===== src/rtl/bat_amateur_pkg.sv =====
// Shared types for the bat_amateur external load port: FSM states and RW encoding.
package bat_amateur_pkg;

    typedef enum logic [1:0] {
        ST_IDLE      = 2'd0,
        ST_WRITE     = 2'd1,
        ST_READ_WAIT = 2'd2,
        ST_ACK       = 2'd3
    } ext_state_t;

    localparam logic RW_WRITE = 1'b0;
    localparam logic RW_READ  = 1'b1;

endpackage


===== src/rtl/bat_amateur_load_stats.sv =====
// Word count and running checksum of words committed to RAM through the load port.
module bat_amateur_load_stats #(
    parameter int unsigned ADDRESS_WIDTH = 16,
    parameter int unsigned DATA_WIDTH    = 16
) (
    input  logic                     i_clk,
    input  logic                     i_rst,
    input  logic                     i_clr,
    input  logic                     i_inc,
    input  logic [DATA_WIDTH-1:0]    i_data,
    output logic [ADDRESS_WIDTH-1:0] o_word_count,
    output logic [DATA_WIDTH-1:0]    o_checksum
);

    logic [ADDRESS_WIDTH-1:0] r_word_count;
    logic [DATA_WIDTH-1:0]    r_checksum;

    // Clear wins over a same-cycle commit.
    always_ff @(posedge i_clk or posedge i_rst) begin
        if (i_rst) begin
            r_word_count <= '0;
            r_checksum   <= '0;
        end else if (i_clr) begin
            r_word_count <= '0;
            r_checksum   <= '0;
        end else if (i_inc) begin
            r_word_count <= r_word_count + ADDRESS_WIDTH'(1);
            r_checksum   <= r_checksum + i_data;
        end
    end

    assign o_word_count = r_word_count;
    assign o_checksum   = r_checksum;

endmodule


===== src/rtl/bat_amateur_ext_port.sv =====
// RAM-side responder for the external program-load/inspect interface; only serves
// requests while the CPU is halted.
module bat_amateur_ext_port
    import bat_amateur_pkg::*;
#(
    parameter int unsigned ADDRESS_WIDTH = 16,
    parameter int unsigned DATA_WIDTH    = 16,
    parameter int unsigned READ_LATENCY  = 1
) (
    input  logic                     i_clk,
    input  logic                     i_rst,
    input  logic                     i_halt,
    input  logic                     i_ext_req,
    input  logic                     i_ext_rw,
    input  logic [ADDRESS_WIDTH-1:0] i_ext_addr,
    input  logic [DATA_WIDTH-1:0]    i_ext_wdata,
    output logic                     o_ext_ack,
    output logic                     o_ext_err,
    output logic [DATA_WIDTH-1:0]    o_ext_rdata,
    output logic [ADDRESS_WIDTH-1:0] o_ram_addr,
    output logic [DATA_WIDTH-1:0]    o_ram_wdata,
    output logic                     o_ram_we,
    output logic                     o_ram_oe,
    input  logic [DATA_WIDTH-1:0]    i_ram_rdata,
    input  logic                     i_clr_stats,
    output logic [ADDRESS_WIDTH-1:0] o_word_count,
    output logic [DATA_WIDTH-1:0]    o_checksum,
    output logic                     o_busy
);

    localparam int unsigned LAT_W = 2;

    ext_state_t               r_state;
    logic [LAT_W-1:0]         r_lat_cnt;
    logic [ADDRESS_WIDTH-1:0] r_addr;
    logic [DATA_WIDTH-1:0]    r_wdata;
    logic [DATA_WIDTH-1:0]    r_rdata;
    logic                     r_ack;
    logic                     r_err;
    logic                     r_we;
    logic                     r_oe;
    logic                     r_busy;
    logic                     w_commit;

    // Strobes default low each cycle so each is a single-cycle pulse.
    always_ff @(posedge i_clk or posedge i_rst) begin
        if (i_rst) begin
            r_state   <= ST_IDLE;
            r_lat_cnt <= '0;
            r_addr    <= '0;
            r_wdata   <= '0;
            r_rdata   <= '0;
            r_ack     <= 1'b0;
            r_err     <= 1'b0;
            r_we      <= 1'b0;
            r_oe      <= 1'b0;
            r_busy    <= 1'b0;
        end else begin
            r_we <= 1'b0;
            r_oe <= 1'b0;
            case (r_state)
                ST_IDLE: begin
                    if (i_ext_req) begin
                        r_addr  <= i_ext_addr;
                        r_wdata <= i_ext_wdata;
                        r_busy  <= 1'b1;
                        if (!i_halt) begin
                            r_ack   <= 1'b1;
                            r_err   <= 1'b1;
                            r_state <= ST_ACK;
                        end else if (i_ext_rw == RW_WRITE) begin
                            r_we    <= 1'b1;
                            r_state <= ST_WRITE;
                        end else begin
                            r_oe      <= 1'b1;
                            r_lat_cnt <= LAT_W'(READ_LATENCY - 1);
                            r_state   <= ST_READ_WAIT;
                        end
                    end
                end
                // The strobe is already committed, so a HALT drop here does not abort.
                ST_WRITE: begin
                    r_ack   <= 1'b1;
                    r_err   <= 1'b0;
                    r_state <= ST_ACK;
                end
                ST_READ_WAIT: begin
                    if (!i_halt) begin
                        r_ack   <= 1'b1;
                        r_err   <= 1'b1;
                        r_state <= ST_ACK;
                    end else if (r_lat_cnt == '0) begin
                        r_rdata <= i_ram_rdata;
                        r_ack   <= 1'b1;
                        r_err   <= 1'b0;
                        r_state <= ST_ACK;
                    end else begin
                        r_lat_cnt <= r_lat_cnt - LAT_W'(1);
                    end
                end
                ST_ACK: begin
                    if (!i_ext_req) begin
                        r_ack   <= 1'b0;
                        r_err   <= 1'b0;
                        r_busy  <= 1'b0;
                        r_state <= ST_IDLE;
                    end
                end
                default: r_state <= ST_IDLE;
            endcase
        end
    end

    assign w_commit = (r_state == ST_WRITE);

    bat_amateur_load_stats #(
        .ADDRESS_WIDTH (ADDRESS_WIDTH),
        .DATA_WIDTH    (DATA_WIDTH)
    ) u_stats (
        .i_clk        (i_clk),
        .i_rst        (i_rst),
        .i_clr        (i_clr_stats),
        .i_inc        (w_commit),
        .i_data       (r_wdata),
        .o_word_count (o_word_count),
        .o_checksum   (o_checksum)
    );

    assign o_ext_ack   = r_ack;
    assign o_ext_err   = r_err;
    assign o_ext_rdata = r_rdata;
    assign o_ram_addr  = r_addr;
    assign o_ram_wdata = r_wdata;
    assign o_ram_we    = r_we;
    assign o_ram_oe    = r_oe;
    assign o_busy      = r_busy;

endmodule


===== config.mk =====
export PLATFORM = sky130hd
export DESIGN_NAME = bat_amateur_ext_port
export DESIGN_NICKNAME = d
export VERILOG_FILES = /design/src/rtl/bat_amateur_pkg.sv /design/src/rtl/bat_amateur_load_stats.sv /design/src/rtl/bat_amateur_ext_port.sv
export SDC_FILE = /design/constraint.sdc
export NUM_CORES = 1
export LEC_CHECK = 0
export CORE_ASPECT_RATIO = 1.2
export CORE_MARGIN = 2
export CORE_UTILIZATION = 45
export DETAILED_ROUTE_END_ITERATION = 12
export DONT_BUFFER_PORTS = 1
export PLACE_DENSITY = 0.7
export REMOVE_ABC_BUFFERS = 1
export SETUP_SLACK_MARGIN = 0.4
export SYNTH_ARGS = -nofsm -noshare
export SYNTH_HDL_FRONTEND = slang
export SYNTH_SLANG_ARGS = --single-unit

===== constraint.sdc =====
create_clock -name i_clk -period 2.67 [get_ports i_clk]
set_input_delay 0.267 -clock i_clk [delete_from_list [all_inputs] [get_ports i_clk]]
set_output_delay 0.267 -clock i_clk [all_outputs]
set_load 0.02 [all_outputs]

After elaboration in Yosys (flattened, before gate mapping):

Index checks and enable logic that the tools add are counted.

* bits in registers: 89
* input port bits: 54
* output and inout port bits: 85
* word-level logic and storage cells: 73

* $add $sub $neg: 3
* eq/ne operators: 11
* muxes and demuxes: 36
* reduce and logical (&&, ||, !) cells: 11

Operators by type and width (number)
* $mux W16: 4
* $mux W2: 11
* $add A16 B1 Y16 const B: 1
* $add A16 B16 Y16: 1
* $mux W1: 16
* $ne A2 B2 Y1 const B: 7
* $reduce_and A3 Y1: 3
* $pmux W1 S4: 2
* $pmux W2 S4: 1
* $reduce_and A6 Y1: 1
* $reduce_bool A2 Y1: 3
* $eq A2 B2 Y1 const B: 2
* $logic_not A2 Y1: 2
* $pmux W2 S2: 1
* $reduce_and A4 Y1: 1
* $ne A3 B3 Y1 const B: 1
* $eq A2 B1 Y1 const B: 1
* $pmux W1 S2: 1
* $reduce_and A2 Y1: 1
* $sub A2 B1 Y2 const B: 1

Logic depth before layout (Yosys ltp):

Gate-level depths: netlist (run 1).

* depth in word-level cells: 4
* depth in mapped cells: 9
* mapped depth without buffers: 9

By module:

Synthesis (run 1) repeated with hierarchy kept, for this count alone.

* cells, all modules: 393
* area, all modules: 4559.4 um^2

By module, submodules not included
* bat_amateur_ext_port: instances 1, cells each 160, area an instance 2439.8 um^2, seq. area each 1426.4 um^2
* bat_amateur_load_stats: instances 1, cells each 233, area an instance 2119.5 um^2, seq. area each 800.8 um^2

Least setup slack after synthesis (run 1):

Ideal clock, no wire load.

* path type: register to register
* start point: register r_wdata[8], in the netlist o_ram_wdata[8]
* end point: register u_stats.r_checksum[12], in the netlist u_stats.o_checksum[12]
* library setup time: 126 ps
* arrival time: 2109 ps
* required time: 2544 ps
* slack: 435 ps
* stages on the path, launching flop included: 8
* buffers on the path: 0
* period minus slack after synthesis: 2235 ps
* path through: dfrtp_1 ha_1 and2_4 a221o_1 a21o_1 a221oi_2 nor4_1 a221o_1

* word-level cells in the longest chain between the ends: 3

Ends and longest elaborated chain
* start: declaration: line bat_amateur_ext_port.sv:36 `logic [DATA_WIDTH-1:0] r_wdata;`
* start signal: assignment: line bat_amateur_ext_port.sv:65 `r_wdata <= i_ext_wdata;`
* $add A16 B16 Y16: line bat_amateur_load_stats.sv:28 `r_checksum <= r_checksum + i_data;`
* $mux W16: line bat_amateur_load_stats.sv:26 `end else if (i_inc) begin`
* $mux W16: line bat_amateur_load_stats.sv:23 `end else if (i_clr) begin`
* end signal: assignment: line bat_amateur_load_stats.sv:28
* end: declaration: line bat_amateur_load_stats.sv:16 `logic [DATA_WIDTH-1:0] r_checksum;`

No other way between the ends. The select of a mux whose other input is x is not followed.
A chain may end at the register's enable or synchronous reset.

Final worst setup path (run 1):

* start point: register u_stats.r_checksum[0], in the netlist u_stats.o_checksum[0]
* end point: register u_stats.r_checksum[12], in the netlist u_stats.o_checksum[12]

* word-level cells in the longest chain between the ends: 3

Ends and longest elaborated chain (line)
* $add A16 B16 Y16: bat_amateur_load_stats.sv:28
* $mux W16: bat_amateur_load_stats.sv:26
* $mux W16: bat_amateur_load_stats.sv:23

No other way between the ends. The select of a mux whose other input is x is not followed.

==> results of run 1 <==
==> Yosys cell counts, types with 3 or more instances <==
cell and n:
dfrtp_1 89, mux2_2 50, nor2_1 32, nand2_1 29
ha_1 21, a21oi_1 18, nand3_1 15, o21ai_0 14
xor2_1 13, inv_1 11, a21o_1 7, clkbuf_1 7
mux2i_1 6, and3_1 5, nor3_1 5, buf_1 4
nand4_1 4, nor3b_1 4, o211ai_1 4, or3_1 4
xnor2_1 4, a211oi_1 3, a221o_1 3, and2_1 3
nor2b_1 3
==> cell families (layout without fill, tap and decap cells) <==
| kind of cell | count (synthesis) | after routing |
|---|---|---|
| buffers and inverters | 24 | 37 |
| multiplexers | 56 | 56 |
| AND/OR/NAND/NOR | 118 | 118 |
| XOR/XNOR | 17 | 17 |
| flip-flops | 89 | 89 |
| other | 0 | 1 |
| AO/OA/AOI/OAI | 64 | 64 |
| adder cells (fa/ha/maj) | 22 | 22 |
==> per-stage QoR <==
stage	setup WS [ps]	instance area (um2)	power [mW]	utilization [%]	cells
CTS	377	5050	7.05	53.1	525
floorplan	96.1	4340	4.70	-	377
global route	236	5140	7.68	54.0	526
global placement	296	4530	5.21	47.7	504
finish	356	5140	7.19	54.0	527
detailed placement	287	4530	5.32	47.7	504
==> routing by layer <==
| layer | share of wire, % | track usage (%) |
|---|---|---|
| met3 | 6.2 | 5.23 |
| met2 | 52 | 32.2 |
| met5 | 0 | 0 |
| met1 | 39 | 23.2 |
| met4 | 2.6 | 8.12 |
==> cell type report <==
| type | instances | share of cell area [%] |
|---|---|---|
| Inverter | 11 | 0.852 |
| Clock inverter | 4 | 1.92 |
| Timing Repair Buffer | 10 | 1.80 |
| Tap cell | 123 | 2.99 |
| Clock buffer | 12 | 4.99 |
| Multi-Input combinational cell | 277 | 43.5 |
| Sequential cell | 89 | 43.9 |
| Antenna cell | 1 | 0.0487 |
==> sequential cells by signal, indices dropped and copies added (netlist names) <==
signal / cells
r_state: 2
o_ram_addr: 16
o_ext_err: 1
r_lat_cnt: 2
u_stats.o_checksum: 16
o_ext_ack: 1
o_ram_wdata: 16
u_stats.o_word_count: 16
o_busy: 1
o_ext_rdata: 16
o_ram_oe: 1
o_ram_we: 1
==> repair_timing <==
action | in CTS | in global routing
gates resized for setup | 28 | 23
pin swaps | 3 | 8
cloned | 0 | 0
buffers inserted | 3 | 1
hold endpoints to repair | 28 | 0
endpoints found under the setup margin | 6 | 8
hold buffers | 2 | 0
==> worst paths after layout <==
path	startpoint	end	cells past startpoint
hold / removal	i_clr_stats	u_stats.o_checksum[10]	1
setup / recovery	u_stats.o_checksum[0]	u_stats.o_checksum[12]	9
setup reg to reg	u_stats.o_checksum[0]	u_stats.o_checksum[12]	9
hold reg to reg	r_lat_cnt[0]	r_lat_cnt[0]	3
max in group asynchronous	i_rst	u_stats.o_checksum[2]	1
min in group asynchronous	i_rst	o_ext_rdata[11]	1
==> power by group <==
part / total (mW) / switching [mW] / internal (mW)
Sequential: 3.07 / 1.16 / 1.91
Combinational: 2.65 / 1.28 / 1.36
Clock: 1.47 / 0.500 / 0.968
Total: 7.19 / 2.94 / 4.25
==> critical path, delay by kind of cell (launching register included) <==
kind / cells / cell delay [ps]
AO/OA/AOI/OAI: 4 / 1150
flip-flops: 1 / 470
AND/OR/NAND/NOR: 2 / 130
buffers and inverters: 1 / 50
adder cells (fa/ha/maj): 2 / 380
==> metrics.md, run 1 <==
| Metric | Value |
|---|---|
| Compound-cell area share of the yosys netlist | `9.81%` |
| CTS buffer count | `9` |
| Sequential fraction of the synthesis area | `50.6%` |
| Layout Nets | `474` |
| Min Tclk post-route | `2310 ps` |
| Synth area leader | `dfrtp_1` |
| Mux share of post-synthesis cell area | `14.2%` |
| WHS | `34.8 ps` |
| Core area | `9520 um2` |
| CTS clk-pin slew, worst paths | `60 ps` |
| Clock sink count | `89` |
| Worst-case vdd ir drop | `0.000651 V` |
| Status | `finished, final reports clean` |
| Simple-gate share of the synthesized area | `13.2%` |
| Reg area | `2260 um2` |
| Fin Clk Skew | `7.57 ps` |
| Worst skew pair latency | `330 ps` |
| Chip width | `94.3 um` |
| Mapped Area | `4400 um2` |
| ANT nets after route | `0` |
| Worst rel slew slack | `24.3%` |
| Fill count | `835` |
| DR pass1 iterations | `4` |
| Xor and xnor area share after synthesis | `3.38%` |
| Placer congestion estimate | `0.832` |
| H-tree depth | `3` |
| Area contributors post-synth | `dfrtp_1 51%, mux2_2 13%, ha_1 6.0%` |
| Slew @ Worst Pin | `1130 ps` |
| Most frequent cells in the layout | `66 x dfrtp_1, 50 x mux2_2, 32 x nor2_1` |
| First-pass GRT wire length | `15.9 mm` |
| Reg2reg setup slack | `360 ps` |
| GRT Total Usage | `19.2%` |
| Initial antenna violation count | `1` |
| Most common cell on crit path | `o31a_1` |
| Total gr overflow | `0` |
| Final HPWL DP | `6.71 mm` |
| CP Data Required Time | `2880 ps` |
| Io pins | `139` |
| Worst-path maximum fanout | `5` |
| Top_reg_cell synth | `dfrtp_1` |
| Setup_tns | `0 ps` |
| Seq cells post-synth | `89` |
| Final worst-path cycle share | `86.6%` |
| Post-Syn Area per Cell | `11.3 um2` |
| Multi-input gate area | `2240 um2` |
| Clk buf depth | `2` |
| Synth Area in Adders | `6.43%` |
| # setup viols final | `0` |
| Setup crit end kind | `flip-flop` |
| Routed length per instance | `18.7 um` |
| Die H | `112 um` |
| Layout cell share with drive strength beyond 1 | `31.5%` |
| Top cell type's share of synthesized area | `50.6%` |
| Final Slew Violations | `0` |
| Initial Utilization | `46.2%` |
| Largest net degree at the start of global routing | `90` |
| Yosys synthesis warning count | `0` |
| Yosys cell types | `48` |
| Area added between synthesis and finish | `16.9%` |
| Row count | `39` |
| Vias per cell | `5.76` |
| Count of buffers from port buffering | `0` |
| DRC Markers | `0` |
| Crit-path cells | `ha_4 -> inv_2 -> fa_2 -> nor2b_2 -> o31a_1 -> o31a_1 -> a221oi_2 -> nor4_1 -> a221o_1` |
| Post-synth EDFFs | `0` |
| WL final | `9.88 mm` |
| Die ar. | `10600 um2` |
| Worst Path Class, Setup | `flip-flop to flip-flop` |
| DR iter-0 viols | `123` |
| Type of origin of the critical path | `flip-flop` |
| Root buf cell | `clkbuf_16` |
| RSZ-0062 raised after global routing | `true` |
| PwrDens | `1400 nW/um2` |
| Crit path max-delay cell type | `dfrtp_2` |
| Max-cap check violation count | `0` |
| Final Hold Vio Count | `0` |
| Commonest non-fill, non-tap cell in the layout | `dfrtp_1` |
| Leakage | `2.19 nW` |
| CP peak stage delay | `470 ps` |
| Max frequency | `432 MHz` |
| Vias in the first global route | `3167` |
| Synth Instances | `390` |
| Largest family of logic cells by synthesized area | `multiplexers` |
| Post-synth ARST share | `100%` |
| CTS tree | `built` |
| Via count | `3035` |
| Hold Crit Class | `primary input to flip-flop` |
| Critical Path AT | `2520 ps` |
No activity file was read; power rests on OpenSTA's default activity.
==> run 2, diff against run 1 <==
--- a/config.mk
+++ b/config.mk
@@ -5,12 +5,15 @@
 export SDC_FILE = /design/constraint.sdc
 export NUM_CORES = 1
 export LEC_CHECK = 0
+export ABC_CLOCK_PERIOD_IN_PS = 2670
+export CELL_PAD_IN_SITES_DETAIL_PLACEMENT = 0
+export CELL_PAD_IN_SITES_GLOBAL_PLACEMENT = 1
 export CORE_ASPECT_RATIO = 1.2
 export CORE_MARGIN = 2
-export CORE_UTILIZATION = 45
+export CORE_UTILIZATION = 44
 export DETAILED_ROUTE_END_ITERATION = 12
 export DONT_BUFFER_PORTS = 1
-export PLACE_DENSITY = 0.7
+export PLACE_DENSITY = 0.84
 export REMOVE_ABC_BUFFERS = 1
 export SETUP_SLACK_MARGIN = 0.4
 export SYNTH_ARGS = -nofsm -noshare
==> run 2 against run 1 <==
Net effect:
- power decreased by 1.4%
- register-to-register slack improved by 50 ps
- die area increased by 2.2%
- routed wire length decreased by 0.89%
- global-route usage decreased by 1.4 points
- worst setup slack improved by 50 ps
- hold slack got worse by 11 ps
- final cell count increased by 1.1%
- first-iteration DRC count decreased by 18%
- flip-flop and latch count unchanged
- sequential power about the same
- clock skew decreased by 0.95 ps
- largest power group unchanged
==> metrics.md, run 2 (same netlist as run 1, synthesis figures left out) <==
| Metric | Value |
|---|---|
| Status | `finished, final reports clean` |
| Count of buffers from port buffering | `0 (unchanged)` |
| Slew @ Worst Pin | `1110 ps (-18.5 ps)` |
| # setup viols final | `0 (unchanged)` |
| Most common cell on crit path | `a221o_1` |
| Most frequent cells in the layout | `72 x dfrtp_1, 50 x mux2_2, 32 x nor2_1` |
| Critical Path AT | `2480 ps (-40 ps)` |
| Worst rel slew slack | `25.5% (+1.2 points)` |
| Final HPWL DP | `6.80 mm (+1.2%)` |
| Crit-path cells | `ha_4 -> and2_4 -> a221o_1 -> a21o_1 -> a221oi_2 -> nor4_1 -> a221o_1` |
| Clk pwr share | `19.5% (-0.9 points)` |
| Placer congestion estimate | `0.837 (+0.53%)` |
| CP peak stage delay | `540 ps (+70 ps)` |
| Fin Clk Skew | `6.62 ps (-0.950 ps)` |
| Initial Utilization | `44.6% (-1.6 points)` |
| Root buf cell | `clkbuf_16` |
| Layout Nets | `478 (+0.84%)` |
| Total gr overflow | `0 (unchanged)` |
| CTS tree | `built` |
| Min Tclk post-route | `2260 ps (-49.8 ps)` |
| Area added between synthesis and finish | `16.9% (about the same)` |
| Final Hold Vio Count | `0 (unchanged)` |
| RSZ-0062 raised after global routing | `true` |
| Comb power frac | `37.2% (+0.4 points)` |
| Core area | `9860 um2 (+3.6%)` |
| Hold Crit Class | `primary input to flip-flop` |
| Layout cell share with drive strength beyond 1 | `30.5% (-1.0 points)` |
| Die H | `114 um (+1.1%)` |
| Vias in the first global route | `2955 (-6.7%)` |
| Max frequency | `442 MHz (+2.2%)` |
| P_sw | `2.94 mW (-0.29%)` |
| Commonest non-fill, non-tap cell in the layout | `dfrtp_1` |
| Leakage | `2.20 nW (+0.38%)` |
| PwrDens | `1380 nW/um2 (-1.4%)` |
| Worst Path Class, Setup | `flip-flop to flip-flop` |
| Type of origin of the critical path | `flip-flop` |
| H-tree depth | `3 (unchanged)` |
| Clk buf depth | `2 (unchanged)` |
| Initial antenna violation count | `0 (-1)` |
| Final Slew Violations | `0 (unchanged)` |
| First-pass GRT wire length | `14.8 mm (-6.5%)` |
| Fill count | `863 (+3.4%)` |
| CTS clk-pin slew, worst paths | `60 ps (about the same)` |
| Cell internal pwr | `4.15 mW (-2.2%)` |
| Crit path max-delay cell type | `dfrtp_1` |
| Clock sink count | `89 (unchanged)` |
| Setup_tns | `0 ps (unchanged)` |
| Net Sw Frac | `41.4% (+0.46 points)` |
| Row count | `40 (+2.6%)` |
| Largest net degree at the start of global routing | `55 (-39%)` |
| Die ar. | `10800 um2 (+2.2%)` |
| CTS buffer count | `9 (unchanged)` |
| Final worst-path cycle share | `84.8% (-1.9 points)` |
| Worst skew pair latency | `340 ps (about the same)` |
| GRT Total Usage | `17.9% (-1.4 points)` |
| Ant diodes | `0 (-1)` |
| DRC Markers | `0 (unchanged)` |
| Via count | `3015 (-0.66%)` |
| Max-cap check violation count | `0 (unchanged)` |
| Worst-path maximum fanout | `7 (+2)` |
| DR iter-0 viols | `101 (-18%)` |
| Setup crit end kind | `flip-flop` |
| DR pass1 iterations | `4 (unchanged)` |
| Chip width | `95.3 um (+1.1%)` |
| Io pins | `139 (unchanged)` |
| Routed length per instance | `18.4 um (-2.0%)` |
| ANT nets after route | `0 (unchanged)` |
| WL final | `9.79 mm (-0.89%)` |
| CP Data Required Time | `2890 ps (about the same)` |
| Vias per cell | `5.66 (-1.8%)` |
| Worst-case vdd ir drop | `0.000515 V (-21%)` |
| Sequential power share | `43.3% (+0.6 points)` |
| CP delay by family, top | `compound AO/OA/AOI/OAI gates` |
| WHS | `23.5 ps (-11.2 ps)` |
| CP bufs+invs | `0 (-1)` |
[run 2: cell types whose count changed in the layout (fill, tap and decap cells not counted), sizes merged]
cell and delta:
buf +3, bufinv -1, dlygate4sd3 +1, clkinvlp +2, clkinv -1, diode -1
[run 2: final timing paths]
kind,startpoint,end,slack (ps),cells past startpoint
min in group asynchronous,i_rst,o_ext_rdata[1],520,2
max in group asynchronous,i_rst,o_ram_wdata[12],1410,3
setup / recovery,u_stats.o_checksum[9],u_stats.o_checksum[12],410,7
hold reg to reg,r_lat_cnt[1],r_lat_cnt[1],550,2
hold / removal,i_clr_stats,u_stats.o_checksum[10],20,1
setup reg to reg,u_stats.o_checksum[9],u_stats.o_checksum[12],410,7
[run 2: cell type report]
cell class              instances  area [um2]  share of cell area (%)
clock inverters                 4        75.1                    1.46
clock buffers                  12         256                    4.99
repair buffers                 14         125                    2.43
multi-input cells             277        2240                    43.5
well taps                     126         158                    3.06
inverters                      11        43.8                   0.851
flip-flops and latches         89        2250                    43.7
[run 2: what timing repair did]
action	4_1_cts	5_1_grt
hold endpoints to repair	80	0
setup buffers	2	3
setup endpoints to repair	6	7
pin swaps	3	7
hold buffers	3	0
resized for setup	24	21
[run 2: through the flow]
stage	utilization, %	instance area, um2	power (mW)	setup WS [ps]	std cells
global placement	46.2	4550	5.22	290	509
CTS	51.0	5030	6.92	336	530
finish	52.2	5140	7.09	406	533
global route	52.2	5140	7.55	299	533
detailed placement	46.2	4550	5.31	248	509
floorplan	-	4340	4.70	96.1	377
[run 2: layer usage]
metal / vias up / global-route usage [%] / part of all wire (%)
met5: - / 0 / 0
met2: 95 / 30.2 / 53
met4: 0 / 8.21 / 1.4
li1: 1418 / - / -
met3: 10 / 4.29 / 5.4
met1: 1492 / 21.3 / 41
[run 2: worst reg2reg max path, delay by kind of cell, from the launching register on]
kind	cells	cell delay, ps
AO/OA/AOI/OAI	4	1110
flip-flops	1	540
adder cells (fa/ha/maj)	1	280
AND/OR/NAND/NOR	2	210
[run 2: power groups by stage]
stage	Combinational (mW)	Clock, mW	Sequential (mW)
global placement	2.22	0	3.00
detailed placement	2.30	0	3.02
global route	2.92	1.48	3.15
finish	2.64	1.38	3.07
CTS	2.45	1.42	3.06
floorplan	1.87	0	2.83
